[src/rtl/argmax_row_engine.sv]
// Row-wise argmax over FEATURE_COLS signed scores per row, FEATURE_ROWS rows per run.
// Latency: FEATURE_COLS+2 cycles per row (scan, drain, write); done one cycle after the last write.
// Backpressure: none; memory returns data one cycle after the read strobe, start ignored while busy.
module argmax_row_engine #(
  parameter int FEATURE_ROWS = 6,
  parameter int FEATURE_COLS = 3,
  parameter int DATA_WIDTH   = 16,
  parameter int COL_W        = 2
) (
  input  logic                          clk,
  input  logic                          reset,
  input  logic                          start,
  input  logic [2:0]                    argmax_row_count,
  output logic                          enable_argmax_row_counter,
  output logic                          fm_read_en,
  output logic [2:0]                    fm_read_row,
  output logic [COL_W-1:0]              fm_read_col,
  input  logic [DATA_WIDTH-1:0]         fm_read_data,
  output logic [FEATURE_ROWS*COL_W-1:0] argmax_result,
  output logic                          busy,
  output logic                          done
);

  typedef enum logic [2:0] {
    S_IDLE  = 3'd0,
    S_SCAN  = 3'd1,
    S_DRAIN = 3'd2,
    S_WRITE = 3'd3,
    S_DONE  = 3'd4
  } state_t;

  localparam logic [COL_W-1:0] LAST_COL = COL_W'(FEATURE_COLS - 1);
  localparam logic [2:0]       LAST_ROW = 3'(FEATURE_ROWS - 1);

  state_t                          r_state;
  state_t                          w_next;
  logic [COL_W-1:0]                r_col;
  logic                            r_rd_vld;
  logic [COL_W-1:0]                r_rd_col;
  logic signed [DATA_WIDTH-1:0]    r_best_val;
  logic [COL_W-1:0]                r_best_idx;
  logic [FEATURE_ROWS*COL_W-1:0]   r_result;
  logic                            w_start_run;
  logic                            w_last_col;
  logic                            w_last_row;

  assign w_start_run = ((r_state == S_IDLE) || (r_state == S_DONE)) && start;
  assign w_last_col  = (r_col == LAST_COL);
  assign w_last_row  = (argmax_row_count == LAST_ROW);

  // The row address is owned by the external counter and passed straight through.
  assign fm_read_row   = argmax_row_count;
  assign fm_read_col   = r_col;
  assign argmax_result = r_result;

  // State register.
  always_ff @(posedge clk or negedge reset) begin
    if (!reset) begin
      r_state <= S_IDLE;
    end else begin
      r_state <= w_next;
    end
  end

  // Next-state selection.
  always_comb begin
    w_next = r_state;
    case (r_state)
      S_IDLE:  if (start) w_next = S_SCAN;
      S_SCAN:  if (w_last_col) w_next = S_DRAIN;
      S_DRAIN: w_next = S_WRITE;
      S_WRITE: w_next = w_last_row ? S_DONE : S_SCAN;
      S_DONE:  if (start) w_next = S_SCAN;
      default: w_next = S_IDLE;
    endcase
  end

  // Moore outputs decoded from the current state only.
  always_comb begin
    fm_read_en                = 1'b0;
    enable_argmax_row_counter = 1'b0;
    busy                      = 1'b0;
    done                      = 1'b0;
    case (r_state)
      S_SCAN:  begin fm_read_en = 1'b1; busy = 1'b1; end
      S_DRAIN: busy = 1'b1;
      S_WRITE: begin enable_argmax_row_counter = 1'b1; busy = 1'b1; end
      S_DONE:  done = 1'b1;
      default: ;
    endcase
  end

  // Column address: restarts at 0 for every row, steps once per scan cycle.
  always_ff @(posedge clk or negedge reset) begin
    if (!reset) begin
      r_col <= '0;
    end else if (w_start_run || (r_state == S_WRITE)) begin
      r_col <= '0;
    end else if (r_state == S_SCAN) begin
      r_col <= w_last_col ? '0 : r_col + 1'b1;
    end
  end

  // Remember which column each read targeted so the returning score can be tagged.
  always_ff @(posedge clk or negedge reset) begin
    if (!reset) begin
      r_rd_vld <= 1'b0;
      r_rd_col <= '0;
    end else begin
      r_rd_vld <= (r_state == S_SCAN);
      r_rd_col <= r_col;
    end
  end

  // Running maximum: column 0 seeds it, later columns win only when strictly greater.
  always_ff @(posedge clk or negedge reset) begin
    if (!reset) begin
      r_best_val <= '0;
      r_best_idx <= '0;
    end else if (r_rd_vld) begin
      if ((r_rd_col == '0) || ($signed(fm_read_data) > r_best_val)) begin
        r_best_val <= $signed(fm_read_data);
        r_best_idx <= r_rd_col;
      end
    end
  end

  // Result slots: cleared on each accepted start, one slot filled per write cycle.
  always_ff @(posedge clk or negedge reset) begin
    if (!reset) begin
      r_result <= '0;
    end else if (w_start_run) begin
      r_result <= '0;
    end else if (r_state == S_WRITE) begin
      for (int r = 0; r < FEATURE_ROWS; r++) begin
        if (argmax_row_count == 3'(r)) begin
          r_result[r*COL_W +: COL_W] <= r_best_idx;
        end
      end
    end
  end

endmodule
[config.mk]
export PLATFORM = sky130hd
export DESIGN_NAME = argmax_row_engine
export DESIGN_NICKNAME = d
export VERILOG_FILES = /design/src/rtl/argmax_row_engine.sv
export SDC_FILE = /design/constraint.sdc
export NUM_CORES = 1
export LEC_CHECK = 0
export ABC_CLOCK_PERIOD_IN_PS = 3300
export CAP_MARGIN = 20
export CORE_ASPECT_RATIO = 0.6
export CORE_UTILIZATION = 50
export DETAILED_ROUTE_END_ITERATION = 12
export MAX_ROUTING_LAYER = met4
export PLACE_DENSITY = 0.81
export SLEW_MARGIN = 15
export SYNTH_ARGS = -nofsm -noshare
export SYNTH_HDL_FRONTEND = slang
export SYNTH_SLANG_ARGS = --single-unit
export TNS_END_PERCENT = 100
[constraint.sdc]
create_clock -name clk -period 3.3 [get_ports clk]
set_clock_uncertainty 0.1 [all_clocks]
set_input_delay 0.495 -clock clk [delete_from_list [all_inputs] [get_ports clk]]
set_output_delay 0.495 -clock clk [all_outputs]
set_load 0.005 [all_outputs]
# Yosys cells after proc, flatten, opt, wreduce, memory -nomap -nowiden
# Cells that the tools add are included.
[op_classes] n_addsub=1 order_cmp=1 eq_ne=12 n_mux=19 reduce_logical=25
[ops] operator="12-bit two-way mux" n=2
[ops] operator="2-bit two-way mux" n=9
[ops] operator="16-bit > comparator" n=1
[ops] operator="2-bit AND reduction" n=8
[ops] operator="2-bit nonzero test" n=8
[ops] operator="3-bit by 2-bit equality test with 1-bit output, second input constant" n=4
[ops] operator="3-bit case mux with 4 select lines" n=1
[ops] operator="3-bit equality test, second input constant" n=3
[ops] operator="3-bit two-way mux" n=3
[ops] operator="3-bit by 1-bit equality test with 1-bit output, second input constant" n=2
[ops] operator="3-bit zero test" n=2
[ops] operator="1-bit two-way mux" n=4
[ops] operator="1-bit logical OR" n=3
[ops] operator="3-bit OR reduction" n=1
[ops] operator="2-bit by 1-bit adder with 2-bit output, second input constant" n=1
[ops] operator="2-bit equality test, second input constant" n=1
[ops] operator="2-bit zero test" n=1
[ops] operator="2-bit by 1-bit != test with 1-bit output, second input constant" n=1
[ops] operator="2-bit != test, second input constant" n=1
[ops] operator="2-bit OR reduction" n=1
[ops] operator="1-bit logical AND" n=1
[totals] ff_bits=38 in_bits=22 output_inout_bits=21

# Depth between registers and ports, before layout
[logic_depth] word_depth=5 depth_mapped=10 ltp_nobuf=8

# Least setup slack after synthesis
# Ideal clock, no wire load.
[synth_timing] path_kind="input to register" start="input fm_read_data[15]" end="register r_best_val[1]" setup_ns=0.135 arrival_ns=2.274 required_time_ns=3.065 slack_ns=0.791 cell_stages=8 n_path_buf=1 cell_sequence="ha_1 > nand4_4 > nor4_4 > o21ai_2 > and3_4 > nor4_4 > buf_6 > o32ai_1"
[synth_between] elab_chain_cells=3
[synth_lines] item="start: declaration" line_no="18" text="input logic [DATA_WIDTH-1:0] fm_read_data,"
[synth_lines] item="16-bit > comparator" line_no="121" text="if ((r_rd_col == '0) || ($signed(fm_read_data) > r_best_val)) begin"
[synth_lines] item="1-bit logical OR" line_no="121"
[synth_lines] item="2-bit AND reduction (no line)"
[synth_lines] item="end signal: assignment" line_no="122" text="r_best_val <= $signed(fm_read_data);"
[synth_lines] item="end: declaration" line_no="40" text="logic signed [DATA_WIDTH-1:0] r_best_val;"
# Every way passes these cells.
# A chain may end at the register's enable or synchronous reset.

# Final worst setup path
[layout_timing] start="input fm_read_data[15]" end="register r_best_val[13]"
# Same word-level chain as after synthesis.

==> summary.md <==
| Metric | Value |
|---|---|
| CTS tree | built |
| I/O pin count | 43 |
| First-pass iteration count of the detailed router | 5 |
| # diodes | 0 |
| Total gr overflow | 0 |
| Post-Syn Area | roughly 2300 um^2 |
| Sequential share of power | between 30% and 40% |
| H-tree Lvls | 2 |
| Worst IR Drop VDD | 0.439 mV |
| Setup CP Type | in -> reg |
| Leak pwr | between 1 and 1.5 nW |
| Psw | about 1 mW |
| Max cap viols | 0 |
| Die Wd | roughly 90 um |
| Distinct cells, synth | 41 |
| Internal cell power | approximately 1.4 mW |
| GR Util All Layers | between 20% and 30% |
| Post-synth top area share | slightly above 40% |
| Unrepaired setup endpoints after global routing | false |
| Final worst-path cycle share | between 80% and 90% |
| Syn-to-layout area delta | 22.7% |
| Clock Path Buffers | 2 |
| Ys Warns | 0 |
| Slowest library cell on the worst path | clkdlybuf4s50_1 |
| Clock-pin transition on the worst setup and hold timing paths | ~0.080 ns |
| Worst setup SP type | input pin |
| Fmax achieved | 351 MHz |
| Cell with the most instances after synthesis | nor2_1 |
| Placed Cells | between 300 and 400 |
| Hold Vio Cnt, Final | 0 |
| Post-CTS Repair Setup Buffers | 0 |
| WP buf/inv | 1 |
| Setup TNS | 0 ns |
| Drt via density | 5.74 |
| CP Capture Type | flop |
| Status | finished clean |
| DP Worst Slack | 0.228 ns |
| FF+latch count, synth | 38 |
| Final min period | around 2.8 ns |
| Initial Utilization | roughly 54% |
| Flop2flop setup slack | 0.72 ns |
| DPL Wire Length | around 3.9 mm |
| Endpoints failing setup | 0 |
| Fin nets | 330 |
| Post-CTS sizing | 0 |
| Non-filler cells, final | 353 |
| Largest net degree at the start of global routing | 39 |
| Clock power share | 14.3% |
| Number of routed nets with antenna violations | 0 |
| Layout cells sized above 1 | 6.83% |
| Detailed Route WL | around 5.4 mm |
| First-pass GRT wire length | 8.90 mm |
| Sw Ratio | 43.1% |
| Worst-Skew Late Latency | roughly 0.29 ns |
| Crit-path max cell delay | around 0.42 ns |
| Final core utilization | around 67% |
| Avg Inst Size Synth | 9.02 um^2 |
| Total core area | about 4300 um^2 |
| Vias in the first global route | 1805 |
| Fillers | 350 |
| Hold Path Class | in -> async |
| Critical path, cell by cell | clkdlybuf4s50_1 -> ha_1 -> nand4_4 -> o221ai_1 -> nor4b_1 -> nand3_1 -> a31oi_1 -> o31ai_1 |
| Asr flop ratio synth | 100% |
| Seq/Total Area, Yosys | 41.2% |
| Biggest area consumer among synthesized cells | dfrtp_1 |
| Power per standard cell area | around 840 nW/um^2 |
| Combinational power share | between 50% and 60% |
| Die Span Y | between 50 and 60 um |
| CP required | ~3.4 ns |
| Sink Count | 38 |
| Routed WL per cell | about 15 um |
| Worst relative slew slack | approximately 44% |
| Synth Flop Type | dfrtp_1 |
| Port Buffers | 42 |
| Data arrival time of the worst path | 2.90 ns |
| GPL Wtd Cong | a little under 1 |
| Worst-Margin Slew | around 0.83 ns |
| Rows | 18 |
| Root buffer cell | clkbuf_8 |
| Worst Path Max Fanout | 10 |
| Setup WS post-layout | ~0.45 ns |
| CP top delay family | simple AND/OR/NAND/NOR gates |
| Number of synthesized flops with an enable pin | 0 |
| Initial antenna violation count | 0 |
| Number of hold buffers added after CTS | 0 |
| Die Area | between 4000 and 5000 um^2 |
| Initial DRC Count | 220 |
| DRC viols | 0 |
| Post-synthesis net count | just under 300 |
| Synth top cells by count | nor2_1 (39), dfrtp_1 (38), nand2_1 (27) |
| CTS Buf Count | 5 |
| Final Max Slew Viols | 0 |
| Syn Inst Count | between 200 and 300 |
| Vias | between 2000 and 2500 |
| Top cells by area, synth | dfrtp_1 (41%), ha_1 (8.7%), nor2_1 (6.3%) |
[per-stage QoR]
step | power (mW) | cell area, um^2 | hold slack, ns
final | 2.38 | 2830 | 0.193
after global routing | 2.57 | 2830 | 0.276
after CTS | 2.37 | 2830 | 0.233
after detailed placement | 2.02 | 2740 | 0.375
after global placement | 1.99 | 2740 | 0.363
after floorplan | 1.64 | 2310 | 0.0994
[area by class of cell]
cell class              count  area [um^2]  share of cell area (%)
flip-flops and latches     38          951                    33.6
clock inverters             2         12.5                   0.442
repair buffers             44          430                    15.2
multi-input cells         177         1180                    41.8
clock buffers               6         82.6                    2.91
inverters                  26         97.6                    3.44
well taps                  60         75.1                    2.65
[power by group through the flow]
stage	combinational, mW	sequential, mW	clock, mW
floorplan	0.905	0.736	0
global placement	1.19	0.801	0
detailed placement	1.21	0.809	0
CTS	1.22	0.801	0.348
global route	1.36	0.829	0.372
finish	1.23	0.805	0.339
[flip-flops by register name (all words and copies together) (netlist names)]
name / count
r_best_idx: 2
r_rd_col: 2
r_best_val: 16
fm_read_col: 2
r_rd_vld: 1
r_state: 3
argmax_result: 12
[placed cells by master (no fill, tap or decap), types with 2 or more instances in the layout]
cell type,instances
clkbuf_8,6
mux2i_1,13
buf_4,2
nor4_4,2
and2_1,2
nand2_1,27
nor2_1,39
o31a_1,3
inv_1,25
nor3_1,4
nand3b_1,2
ha_1,16
o21ai_0,10
o31ai_1,10
nand2b_1,2
a21oi_1,8
o32ai_1,6
clkdlybuf4s50_1,41
o32a_1,2
dfrtp_1,38
nand3_1,5
a31oi_1,10
[routing by layer]
| layer | GRT usage (%) | up-vias | part of all wire, % |
|---|---|---|---|
| li1 | - | 963 | - |
| met1 | 34.8 | 969 | 50 |
| met2 | 34.4 | 85 | 41 |
| met3 | 6.53 | 10 | 7.8 |
| met4 | 6.83 | 0 | 0.73 |
| met5 | - | - | 0 |
[cell families (layout without fill, tap and decap cells)]
kind of cell / count (synthesis) / count (layout) / synth area share [%]
AO/OA/AOI/OAI: 56 / 56 / 16.9
adder cells (fa/ha/maj): 16 / 16 / 8.67
buffers and inverters: 41 / 78 / 7.53
flip-flops: 38 / 38 / 41.2
multiplexers: 14 / 14 / 6.12
AND/OR/NAND/NOR: 91 / 91 / 19.6
[final timing paths]
check	from	end	cells after the start
setup / recovery	fm_read_data[15]	r_best_val[13]	8
hold / removal	reset	r_best_val[15]	1
setup reg to reg	r_best_val[13]	r_best_val[13]	8
hold reg to reg	fm_read_col[1]	r_rd_col[1]	0
max in group asynchronous	reset	argmax_result[2]	1
min in group clk	fm_read_col[1]	r_rd_col[1]	0
Note: power is estimated with default switching activity, not from simulation.
